==> src/rtl/uart_rx.sv <==
`default_nettype none
// ============================================================================
// Module   : uart_rx
// Brief    : Oversampling UART receiver with 3-sample majority vote, optional
//            parity, and parity/framing error strobes. Define UART_RX_SYNC_EN
//            to add a 2-flop synchronizer on RX_IN.
// Revision : 1.0 - initial release
// ============================================================================
module uart_rx #(
  parameter int DATA_WIDTH     = 8,
  parameter int PRESCALE_WIDTH = 6
) (
  input  logic                      CLK,
  input  logic                      RST,
  input  logic                      RX_IN,
  input  logic [PRESCALE_WIDTH-1:0] Prescale,
  input  logic                      PAR_EN,
  input  logic                      PAR_TYP,
  output logic [DATA_WIDTH-1:0]     P_DATA,
  output logic                      Data_Valid,
  output logic                      PAR_ERR,
  output logic                      STP_ERR,
  output logic                      busy
);

  localparam int c_bit_cnt_w = (DATA_WIDTH > 1) ? $clog2(DATA_WIDTH) : 1;
  localparam logic [c_bit_cnt_w-1:0] c_last_bit = c_bit_cnt_w'(DATA_WIDTH - 1);

  typedef enum logic [2:0] {
    S_IDLE      = 3'd0,
    S_START     = 3'd1,
    S_DATA      = 3'd2,
    S_PARITY    = 3'd3,
    S_STOP      = 3'd4,
    S_WAIT_IDLE = 3'd5
  } state_t;

  state_t                    r_state, w_next_state;
  logic                      w_rx;
  logic [PRESCALE_WIDTH-1:0] r_prescale;
  logic                      r_par_en;
  logic                      r_par_typ;
  logic [PRESCALE_WIDTH-1:0] r_edge_cnt;
  logic [c_bit_cnt_w-1:0]    r_bit_cnt;
  logic [2:0]                r_samp;
  logic [DATA_WIDTH-1:0]     r_shift;
  logic                      r_par_err;
  logic                      r_stop_bit;
  logic [PRESCALE_WIDTH-1:0] w_half;
  logic                      w_last_edge;
  logic                      w_decide;
  logic                      w_majority;
  logic                      w_start;
  logic                      w_frame_good;
  logic                      w_par_fail;
  logic                      w_stp_fail;

`ifdef UART_RX_SYNC_EN
  logic [1:0] r_sync;

  // Reset to the idle level so a reset release is never seen as a start bit
  always_ff @(posedge CLK or posedge RST) begin
    if (RST) r_sync <= 2'b11;
    else     r_sync <= {r_sync[0], RX_IN};
  end
  assign w_rx = r_sync[1];
`else
  assign w_rx = RX_IN;
`endif

  assign w_half      = r_prescale >> 1;
  assign w_last_edge = (r_edge_cnt == r_prescale - PRESCALE_WIDTH'(1));
  assign w_decide    = (r_edge_cnt == w_half + PRESCALE_WIDTH'(2));
  assign w_majority  = (r_samp[0] & r_samp[1]) | (r_samp[0] & r_samp[2]) |
                       (r_samp[1] & r_samp[2]);
  assign busy        = (r_state != S_IDLE);

  always_ff @(posedge CLK or posedge RST) begin
    if (RST) r_state <= S_IDLE;
    else     r_state <= w_next_state;
  end

  always_comb begin
    w_next_state = r_state;
    w_start      = 1'b0;
    w_frame_good = 1'b0;
    w_par_fail   = 1'b0;
    w_stp_fail   = 1'b0;
    case (r_state)
      S_IDLE: begin
        if (!w_rx) begin
          w_next_state = S_START;
          w_start      = 1'b1;
        end
      end
      S_START: begin
        if (w_decide && w_majority) w_next_state = S_IDLE;
        else if (w_last_edge)       w_next_state = S_DATA;
      end
      S_DATA: begin
        if (w_last_edge && (r_bit_cnt == c_last_bit))
          w_next_state = r_par_en ? S_PARITY : S_STOP;
      end
      S_PARITY: begin
        if (w_last_edge) w_next_state = S_STOP;
      end
      S_STOP: begin
        if (w_last_edge) begin
          w_par_fail   = r_par_err;
          w_stp_fail   = ~r_stop_bit;
          w_frame_good = r_stop_bit & ~r_par_err;
          // A low stop bit may be the start of a break; wait for the line to recover
          w_next_state = r_stop_bit ? S_IDLE : S_WAIT_IDLE;
        end
      end
      S_WAIT_IDLE: begin
        if (w_rx) w_next_state = S_IDLE;
      end
      default: w_next_state = S_IDLE;
    endcase
  end

  always_ff @(posedge CLK or posedge RST) begin
    if (RST) begin
      r_prescale <= '0;
      r_par_en   <= 1'b0;
      r_par_typ  <= 1'b0;
      r_edge_cnt <= '0;
      r_bit_cnt  <= '0;
      r_samp     <= '0;
      r_shift    <= '0;
      r_par_err  <= 1'b0;
      r_stop_bit <= 1'b0;
    end else begin
      if (w_start) begin
        r_prescale <= Prescale;
        r_par_en   <= PAR_EN;
        r_par_typ  <= PAR_TYP;
      end

      // The detect cycle itself is edge 0 of the start bit
      if (w_start)
        r_edge_cnt <= PRESCALE_WIDTH'(1);
      else if ((w_next_state == S_IDLE) || (w_next_state == S_WAIT_IDLE) || w_last_edge)
        r_edge_cnt <= '0;
      else
        r_edge_cnt <= r_edge_cnt + PRESCALE_WIDTH'(1);

      if (w_start)
        r_bit_cnt <= '0;
      else if ((r_state == S_DATA) && w_last_edge)
        r_bit_cnt <= (r_bit_cnt == c_last_bit) ? '0 : r_bit_cnt + c_bit_cnt_w'(1);

      if (r_edge_cnt == w_half - PRESCALE_WIDTH'(1)) r_samp[0] <= w_rx;
      if (r_edge_cnt == w_half)                      r_samp[1] <= w_rx;
      if (r_edge_cnt == w_half + PRESCALE_WIDTH'(1)) r_samp[2] <= w_rx;

      if ((r_state == S_DATA) && w_decide)
        r_shift <= {w_majority, r_shift[DATA_WIDTH-1:1]};

      if (w_start)
        r_par_err <= 1'b0;
      else if ((r_state == S_PARITY) && w_decide)
        r_par_err <= w_majority ^ (^r_shift) ^ r_par_typ;

      if ((r_state == S_STOP) && w_decide)
        r_stop_bit <= w_majority;
    end
  end

  always_ff @(posedge CLK or posedge RST) begin
    if (RST) begin
      P_DATA     <= '0;
      Data_Valid <= 1'b0;
      PAR_ERR    <= 1'b0;
      STP_ERR    <= 1'b0;
    end else begin
      Data_Valid <= w_frame_good;
      PAR_ERR    <= w_par_fail;
      STP_ERR    <= w_stp_fail;
      if (w_frame_good) P_DATA <= r_shift;
    end
  end

endmodule
`default_nettype wire

==> config.mk <==
export PLATFORM = sky130hd
export DESIGN_NAME = uart_rx
export DESIGN_NICKNAME = d
export VERILOG_FILES = /design/src/rtl/uart_rx.sv
export SDC_FILE = /design/constraint.sdc
export NUM_CORES = 1
export LEC_CHECK = 0
export BUFFER_PORTS_ARGS = -buffer_cell sky130_fd_sc_hd__buf_2
export CAP_MARGIN = 20
export CORE_MARGIN = 1
export CORE_UTILIZATION = 53
export DETAILED_ROUTE_END_ITERATION = 10
export GPL_ROUTABILITY_DRIVEN = 0
export MAX_ROUTING_LAYER = met4
export PLACE_DENSITY = 0.75
export SYNTH_ARGS = -nofsm -noshare
export SYNTH_HDL_FRONTEND = slang
export SYNTH_SLANG_ARGS = --single-unit
==> constraint.sdc <==
create_clock -name CLK -period 2.9 [get_ports CLK]
set_clock_uncertainty 0.05 [all_clocks]
set_input_delay 0.58 -clock CLK [delete_from_list [all_inputs] [get_ports CLK]]
set_output_delay 0.58 -clock CLK [all_outputs]
set_load 0.005 [all_outputs]
Yosys cells after proc, flatten, opt, wreduce, memory -nomap -nowiden
Cells that the tools add are included. Widths: inputs -> output; s select.

Flip-flop bits (word level): 44. Bits of input ports: 11. Logic and storage cells: 83.

$add $sub $neg: 6. Eq/ne operators: 12. Muxes and demuxes: 25. Bitwise operators: 10. Reduce and logical (&&, ||, !) cells: 14.

Operators by type and width (number): $mux 3 (12); $eq 6x6->1 (4); $pmux 3 s6 (1); $eq 3x3->1 const B (4); $mux 6 (2); $mux 1 (10); $reduce_xor 8->1 (1); $add 5x1->6 const B (1); $add 5x2->6 const B (1); $add 6x1->6 const B (1); $eq 3x2->1 const B (2); $eq 6x5->1 (1); $logic_and 1x1->1 (6); $logic_not 3->1 (2); $sub 5x1->6 const B (1); $sub 6x1->6 const B (1); $and 1x1->1 (4); $reduce_bool 2->1 (2); $add 3x1->3 const B (1); $eq 3x1->1 const B (1); $reduce_bool 3->1 (1); $logic_or 1x1->1 (2); $not 1->1 (2); $or 1x1->1 (2); $xor 1x1->1 (2).

Logic depth before layout (Yosys ltp)
Gate-level depths: netlist of the first run.

Depth after elaboration: 11. Depth in mapped cells: 11. Depth with buffers taken out: 9.

Worst setup path after synthesis of the first run
OpenSTA, ideal clock, no wires.

Kind: register to register. Start point: register r_prescale[2]. End point: register r_edge_cnt[0]. Setup time: 0.069 ns. Arrival time: 2.571 ns. Slack: 0.209 ns. Stages on the path, launching flop included: 10. Path buffers: 0. Clock period less this slack: 2.691 ns. Cells stage by stage: dfrtp_1 > inv_1 > ha_1 > nor3b_2 > nand3_1 > a2111oi_4 > a211oi_1 > a211o_1 > or4b_1 > nand3_1.

Cells in the longest elaborated chain, start to end: 10. Elaborated cells between the ends (all ways): 18. Those cells by class: add/sub (2); eq/ne (3); mux (8); reduce/logical (5).

RTL lines: start: declaration (line 40) `logic [PRESCALE_WIDTH-1:0] r_prescale;`; start signal: assignment (line 136) `r_prescale <= Prescale;`; $sub 6x1->6 or $add 5x2->6 (tied branches) (line 72, 73); $eq 6x6->1 (on tied branches) (line 72, 73); $mux 3 (tied with other cells) (line 98) `else if (w_last_edge) w_next_state = S_DATA;`; $mux 3 (on tied branches) (line 97, 101); $pmux 3 s6 * (line 89) `case (r_state)`; named net w_next_state[0] (line 38) `state_t r_state, w_next_state;`; $eq 3x3->1 or $logic_not 3->1 (tied branches) (line 144) `else if ((w_next_state == S_IDLE) || (w_next_state == S_WAIT_IDLE) || w_last_edge)`; $logic_or 1x1->1 * (2 in series) (line 144); $mux 6 * (line 144); $mux 6 * (line 142) `if (w_start)`; end signal: assignment (line 147) `r_edge_cnt <= r_edge_cnt + PRESCALE_WIDTH'(1);`; end: declaration (line 43) `logic [PRESCALE_WIDTH-1:0] r_edge_cnt;`.

The timed path passes the listed nets; every way through them passes the cells marked *. A chain may end at the register's enable or synchronous reset.

Worst setup path after layout of the first run
Start point: register r_prescale[1]. End point: register r_edge_cnt[0].

Same word-level chain as after synthesis.

==> impl_metrics.json, run 1 <==
{
  "status": "complete, no violations",
  "syn2layout_area_growth_pct": 13.8,
  "synthArstFlopShare_pct": 100,
  "clock-sinks": 44,
  "dr.max_layer_used": "met4",
  "cp_cell_sequence": "inv_1 > buf_4 > ha_1 > nand2b_1 > a21oi_1 > a2111oi_4 > buf_4 > and2_1 > a211o_1 > or4b_1 > nand3_1",
  "fillers": 390,
  "power.density_mw_per_mm2": 977,
  "instances_no_fill": 354,
  "synth.avg_cell_area_um2": 10.1,
  "path_max_fanout": 5,
  "synth_edf_count": 0,
  "cts_buffer_depth": 2,
  "crit_buf_inv": 3,
  "synth_cell_type_count": 47,
  "io_buffers": 22,
  "grt_pass1_vias": 1889,
  "dieHeight_um": 71.9,
  "grt_overflow": 0,
  "period_share_pct": 95.7,
  "leakagePower_nw": 1.39,
  "worstMarginPinSlew_ns": 0.551,
  "crit_type": "reg -> reg",
  "syn_inst": 257,
  "cp_top_family": "simple AND/OR/NAND/NOR gates",
  "maxSlewHeadroom_pct": 63.3,
  "die_x_um": 71.9,
  "switching_power_w": 0.00120,
  "yosysWarningCount": 0,
  "initial_core_util_pct": 54.8,
  "slew_viol_final": 0,
  "clk-insertion-delay-late_ns": 0.30,
  "synth_top_flop_cell": "dfrtp_1",
  "totalWireLength_um": 5360,
  "crit_path_end_kind": "flip-flop",
  "setup_viol": 0,
  "cp_data_arrival_time_ns": 2.97,
  "grt_max_degree": 45,
  "fin_util_pct": 62.4,
  "place_hpwl_um": 3850,
  "path_common_cell": "buf_4",
  "antenna_found_initial": 0,
  "switching_share_pct": 41.8,
  "vias": 1955,
  "syn_area_mm2": 0.00259,
  "ys_top_cells_by_area": "dfrtp_1 43%, xnor2_1 8.1%, mux2_2 7.8%, ha_1 4.8%, nand2_1 3.6%",
  "post-synth-top-area-cell": "dfrtp_1",
  "placed_area_mm2": 0.00279,
  "drcViolationCount": 0,
  "post_drt_wl_per_cell_um": 15.1,
  "ios": 23,
  "first_pass_iters": 4,
  "post-route-min-period_ns": 2.78,
  "drt-met1-wl_um": 2410,
  "postCtsHoldBufs": 0,
  "hold_violations": 0,
  "crit_path_top_delay_cell": "or4b_1",
  "row_count": 25,
  "power.total_w": 0.00288,
  "ant_nets": 0,
  "seq_area_frac_synth_pct": 42.5,
  "nets": 307,
  "fmax_ghz": 0.360,
  "cp.required_ns": 3.09,
  "multiInputGateArea_mm2": 0.00140,
  "layout.area.seq_mm2": 0.00110,
  "route.met3.wl_um": 187,
  "comb_power_share_pct": 50.4,
  "start_kind": "flip-flop",
  "dpl.cell_count": 342,
  "worst_hold_path_type": "in -> async",
  "syn-num-nets": 278,
  "vdd_ir_drop_max_mv": 0.503,
  "synth.top_cell.area_share_pct": 42.5,
  "cpPeakStageDelay_ns": 0.48,
  "ys_ff_latch": 44,
  "vias_per_cell": 5.52,
  "power_frac_seq_pct": 33.0,
  "intPower_w": 0.00167,
  "cts_tree": "done",
  "n_antenna_cell": 0,
  "die_area_mm2": 0.00517,
  "drtIter0Drc": 85,
  "grt_pass1_wl_um": 8910,
  "drive_gt1_share_pct": 25.4,
  "hold_slack_ns": 0.343,
  "final_cell_area_mm2": 0.00295,
  "met2_wirelength_um": 2700,
  "cts_buffers": 5,
  "htree_levels": 2,
  "grt_usage_pct": 23.2,
  "p_clk_share_pct": 16.7,
  "core_mm2": 0.00472,
  "cap_violations": 0,
  "clkTransAtPathRegs_ns": 0.08,
  "ctsRootBufferMaster": "clkbuf_8"
}
[registers in the layout (all words and copies together), names as in the netlist, 3 cells and up]
register and cells:
r_edge_cnt 6, r_bit_cnt 3, r_shift 8, r_samp 3
P_DATA 8, r_state 3, r_prescale 6
[cell type report]
cell class | count | area share, %
multi-input combinational | 189 | 47.5
sequential | 44 | 37.4
timing repair buffer | 34 | 6.80
tap | 67 | 2.85
clock buffer | 5 | 2.34
clock inverter | 3 | 1.61
inverter | 12 | 1.53
[placed cells by master, fill, tap and decap left out, types with 11 or more instances in the layout]
cell type / instances
mux2_2: 18
nor2_1: 11
inv_1: 11
nand2_1: 25
buf_4: 12
o21ai_0: 11
nand3_1: 16
xnor2_1: 24
buf_2: 22
dfrtp_1: 43
[final timing paths]
kind	startpoint	endpoint	slack (ns)	depth (start not counted)
worst max register to register	r_prescale[1]$_DFFE_PP0P_	r_edge_cnt[0]$_DFF_PP0_	0.12	11
max in group asynchronous	RST	r_prescale[2]$_DFFE_PP0P_	2.07	3
min in group CLK	PAR_TYP	r_par_typ$_DFFE_PP0P_	0.42	3
worst max-delay path	r_prescale[1]$_DFFE_PP0P_	r_edge_cnt[0]$_DFF_PP0_	0.12	11
worst min register to register	P_DATA[5]$_DFFE_PP0P_	P_DATA[5]$_DFFE_PP0P_	0.45	1
worst min-delay path	RST	r_edge_cnt[1]$_DFF_PP0_	0.34	3
[metrics by stage]
stage	TNS, ns	worst slack [ns]
6_report	0	0.123
5_1_grt	-0.0149	-0.0149
4_1_cts	0	0.0640
3_5_place_dp	0	0.0751
3_3_place_gp	0	0.173
2_1_floorplan	0	0.209
[cells by family (layout without fill, tap and decap cells)]
| group | count (synthesis) | after routing | share of synthesized area [%] |
|---|---|---|---|
| buffers and inverters | 24 | 54 | 3.91 |
| XOR/XNOR | 34 | 34 | 11.5 |
| flip-flops | 44 | 44 | 42.5 |
| multiplexers | 18 | 18 | 7.83 |
| AND/OR/NAND/NOR | 84 | 84 | 16.8 |
| adder cells (fa/ha/maj) | 11 | 11 | 5.22 |
| AO/OA/AOI/OAI | 42 | 42 | 12.2 |
[routing by layer]
metal	track usage (%)	vias up
li1	-	955
met1	29.9	956
met2	38.1	37
met3	3.33	7
met4	7.84	0
met5	-	-
[synth_stat cells, types with 3 or more instances]
cell type and count:
a21oi_1 8, xor2_1 10, dfrtp_1 44, inv_1 12, mux2_2 18, nand2_1 25
nand2b_1 4, or3_1 3, nand4_1 4, buf_2 3, nor3_1 3, xnor2_1 24
or2_2 4, o21ai_0 11, clkbuf_1 8, and2_1 3, ha_1 10, nor2_1 11
nand3_1 16
[power groups by stage]
stage / sequential, W / clock (W) / combinational (W)
2_1_floorplan: 0.000839 / 0 / 0.00117
3_3_place_gp: 0.000945 / 0 / 0.00136
3_5_place_dp: 0.000955 / 0 / 0.00139
4_1_cts: 0.000942 / 0.000496 / 0.00140
5_1_grt: 0.000975 / 0.000513 / 0.00160
6_report: 0.000948 / 0.000480 / 0.00145
[worst register-to-register path: stages (launching register included)]
cell	delay [ns]
dfrtp_1	0.41
inv_1	0.08
buf_4	0.16
ha_1	0.21
nand2b_1	0.17
a21oi_1	0.24
a2111oi_4	0.10
buf_4	0.16
and2_1	0.20
a211o_1	0.36
or4b_1	0.48
nand3_1	0.09
[what timing repair did]
action / 4_1_cts / 5_1_grt
buffers inserted: 0 / 4
gates resized for setup: 0 / 3
setup endpoints to repair: 0 / 17
Note: power is estimated with default switching activity, not from simulation.
==> inputs of run 2 (changes only) <==
--- a/config.mk
+++ b/config.mk
@@ -8,11 +8,11 @@
 export BUFFER_PORTS_ARGS = -buffer_cell sky130_fd_sc_hd__buf_2
 export CAP_MARGIN = 20
 export CORE_MARGIN = 1
-export CORE_UTILIZATION = 53
+export CORE_UTILIZATION = 52
 export DETAILED_ROUTE_END_ITERATION = 10
 export GPL_ROUTABILITY_DRIVEN = 0
 export MAX_ROUTING_LAYER = met4
-export PLACE_DENSITY = 0.75
+export PLACE_DENSITY = 0.74
 export SYNTH_ARGS = -nofsm -noshare
 export SYNTH_HDL_FRONTEND = slang
 export SYNTH_SLANG_ARGS = --single-unit
==> impl_metrics.json, run 2 (same netlist as run 1, synthesis figures left out) <==
{
  "status": "complete, no violations",
  "grt_overflow": 0,
  "tns_ns": 0,
  "layout_commonest_cell": "dfrtp_1",
  "clk-insertion-delay-late_ns": 0.30,
  "ant_nets": 0,
  "row_count": 25,
  "grt_usage_pct": 22.8,
  "post-route-min-period_ns": 2.73,
  "start_kind": "flip-flop",
  "cts_tree": "done",
  "crit_path_end_kind": "flip-flop",
  "slew_viol_final": 0,
  "layout.area.seq_mm2": 0.00110,
  "drtIter0Drc": 76,
  "initial_core_util_pct": 54.4,
  "worst_hold_path_type": "in -> async",
  "first_pass_iters": 4,
  "htree_levels": 2,
  "period_share_pct": 94.2,
  "crit_path_top_delay_cell": "or4b_1",
  "n_antenna_cell": 0,
  "vias": 1959,
  "cp_data_arrival_time_ns": 2.92,
  "clock-sinks": 44,
  "crit_type": "reg -> reg",
  "syn2layout_area_growth_pct": 14.3,
  "vias_per_cell": 5.55,
  "placed_area_mm2": 0.00281,
  "clkTransAtPathRegs_ns": 0.09,
  "drcViolationCount": 0,
  "leakagePower_nw": 1.38,
  "place_hpwl_um": 3980,
  "cap_violations": 0,
  "totalWireLength_um": 5360,
  "core_mm2": 0.00475,
  "maxSlewHeadroom_pct": 64.8,
  "grt_pass1_vias": 1867,
  "dieHeight_um": 72.6,
  "worstReg2RegStart": "r_prescale[2]$_DFFE_PP0P_",
  "hold_slack_ns": 0.181,
  "post_drt_wl_per_cell_um": 15.2,
  "final_cell_area_mm2": 0.00296,
  "nets": 306,
  "cp_cell_sequence": "ha_2 > o21ba_1 > a221o_1 > a2111oi_2 > a211oi_1 > a211o_1 > or4b_1 > nand3_1",
  "rrSetupSlack_ns": 0.17,
  "io_buffers": 22,
  "cts_buffer_depth": 2,
  "path_max_fanout": 6,
  "power.density_mw_per_mm2": 974,
  "fmax_ghz": 0.366,
  "r2r-end": "r_edge_cnt[0]$_DFF_PP0_",
  "die_area_mm2": 0.00526,
  "hold_violations": 0,
  "layout_common_cells": "43 x dfrtp_1, 25 x nand2_1, 24 x xnor2_1",
  "vdd_ir_drop_max_mv": 0.358,
  "setup_viol": 0,
  "cp.required_ns": 3.09,
  "die_x_um": 72.6,
  "cp-startpoint": "r_prescale[2]$_DFFE_PP0P_",
  "multiInputGateArea_mm2": 0.00140,
  "antenna_found_initial": 0,
  "grt_pass1_wl_um": 8800,
  "worstMarginPinSlew_ns": 0.525,
  "rr_worst_depth": 8,
  "ctsRootBufferMaster": "clkbuf_8",
  "largestRegisters": "P_DATA x8, r_shift x8",
  "cpPeakStageDelay_ns": 0.47,
  "rsz0062_at_grt": "no",
  "drive_gt1_share_pct": 25.9,
  "fillers": 406,
  "cts_buffers": 5,
  "grt_max_degree": 21,
  "ios": 23
}
run 2: cell types whose count changed in the layout (fill, tap and decap cells not counted), moves of 2 or more:
cell      delta
buf_4        -2
ha_2         +2
ha_1         -2
clkinv_4     -2
run 2: report_power, final:
group / switching [W] / leakage (nW) / internal (W)
combinational: 0.000793 / 0.741 / 0.000656
clock: 0.000226 / 0.0548 / 0.000260
sequential: 0.000203 / 0.584 / 0.000744
total: 0.00122 / 1.38 / 0.00166
run 2: cell type report:
class / count / share of cell area [%]
clock buffers: 5 / 2.33
clock inverters: 3 / 1.57
inverters: 12 / 1.52
repair buffers: 33 / 7.19
well taps: 67 / 2.83
multi-input cells: 189 / 47.3
flip-flops and latches: 44 / 37.3
run 2: worst max-delay path, delay by kind of cell (launching register included):
family / cells / cell delay, ns
AOI/OAI and AO/OA: 5 / 1.35
DFF: 1 / 0.46
and+or+nand+nor: 2 / 0.56
adders and majority gates: 1 / 0.24
run 2: worst max-delay path by stage:
stage                              endpoint  slack (ns)  depth (start not counted)
floorplan           r_edge_cnt[0]$_DFF_PP0_        0.21                          9
global placement    r_edge_cnt[0]$_DFF_PP0_        0.15                          8
detailed placement    P_DATA[6]$_DFFE_PP0P_        0.09                          9
CTS                   P_DATA[6]$_DFFE_PP0P_        0.07                          9
finish              r_edge_cnt[0]$_DFF_PP0_        0.17                          8
global route        r_edge_cnt[0]$_DFF_PP0_        0.02                         10
run 2: metal layers:
layer / track usage (%) / wire [µm] / vias to the layer above
li1: - / - / 954
met1: 29.2 / 2490 / 951
met2: 36.4 / 2560 / 44
met3: 4.44 / 228 / 10
met4: 7.63 / 76 / 0
met5: - / 0 / -
run 2: repair_timing:
action / 4_1_cts / 5_1_grt
setup endpoints to repair: 0 / 19
hold buffers: 0 / 0
buffers inserted: 0 / 2
gates resized for setup: 0 / 5
run 2: through the flow:
step	util, %	instances	power [W]	worst slack [ns]
after floorplan	-	257	0.00201	0.209
after global placement	58.6	342	0.00230	0.147
after detailed placement	59.2	343	0.00236	0.0910
after CTS	61.6	351	0.00285	0.0734
after global routing	62.2	353	0.00308	0.0235
final	62.2	353	0.00288	0.169
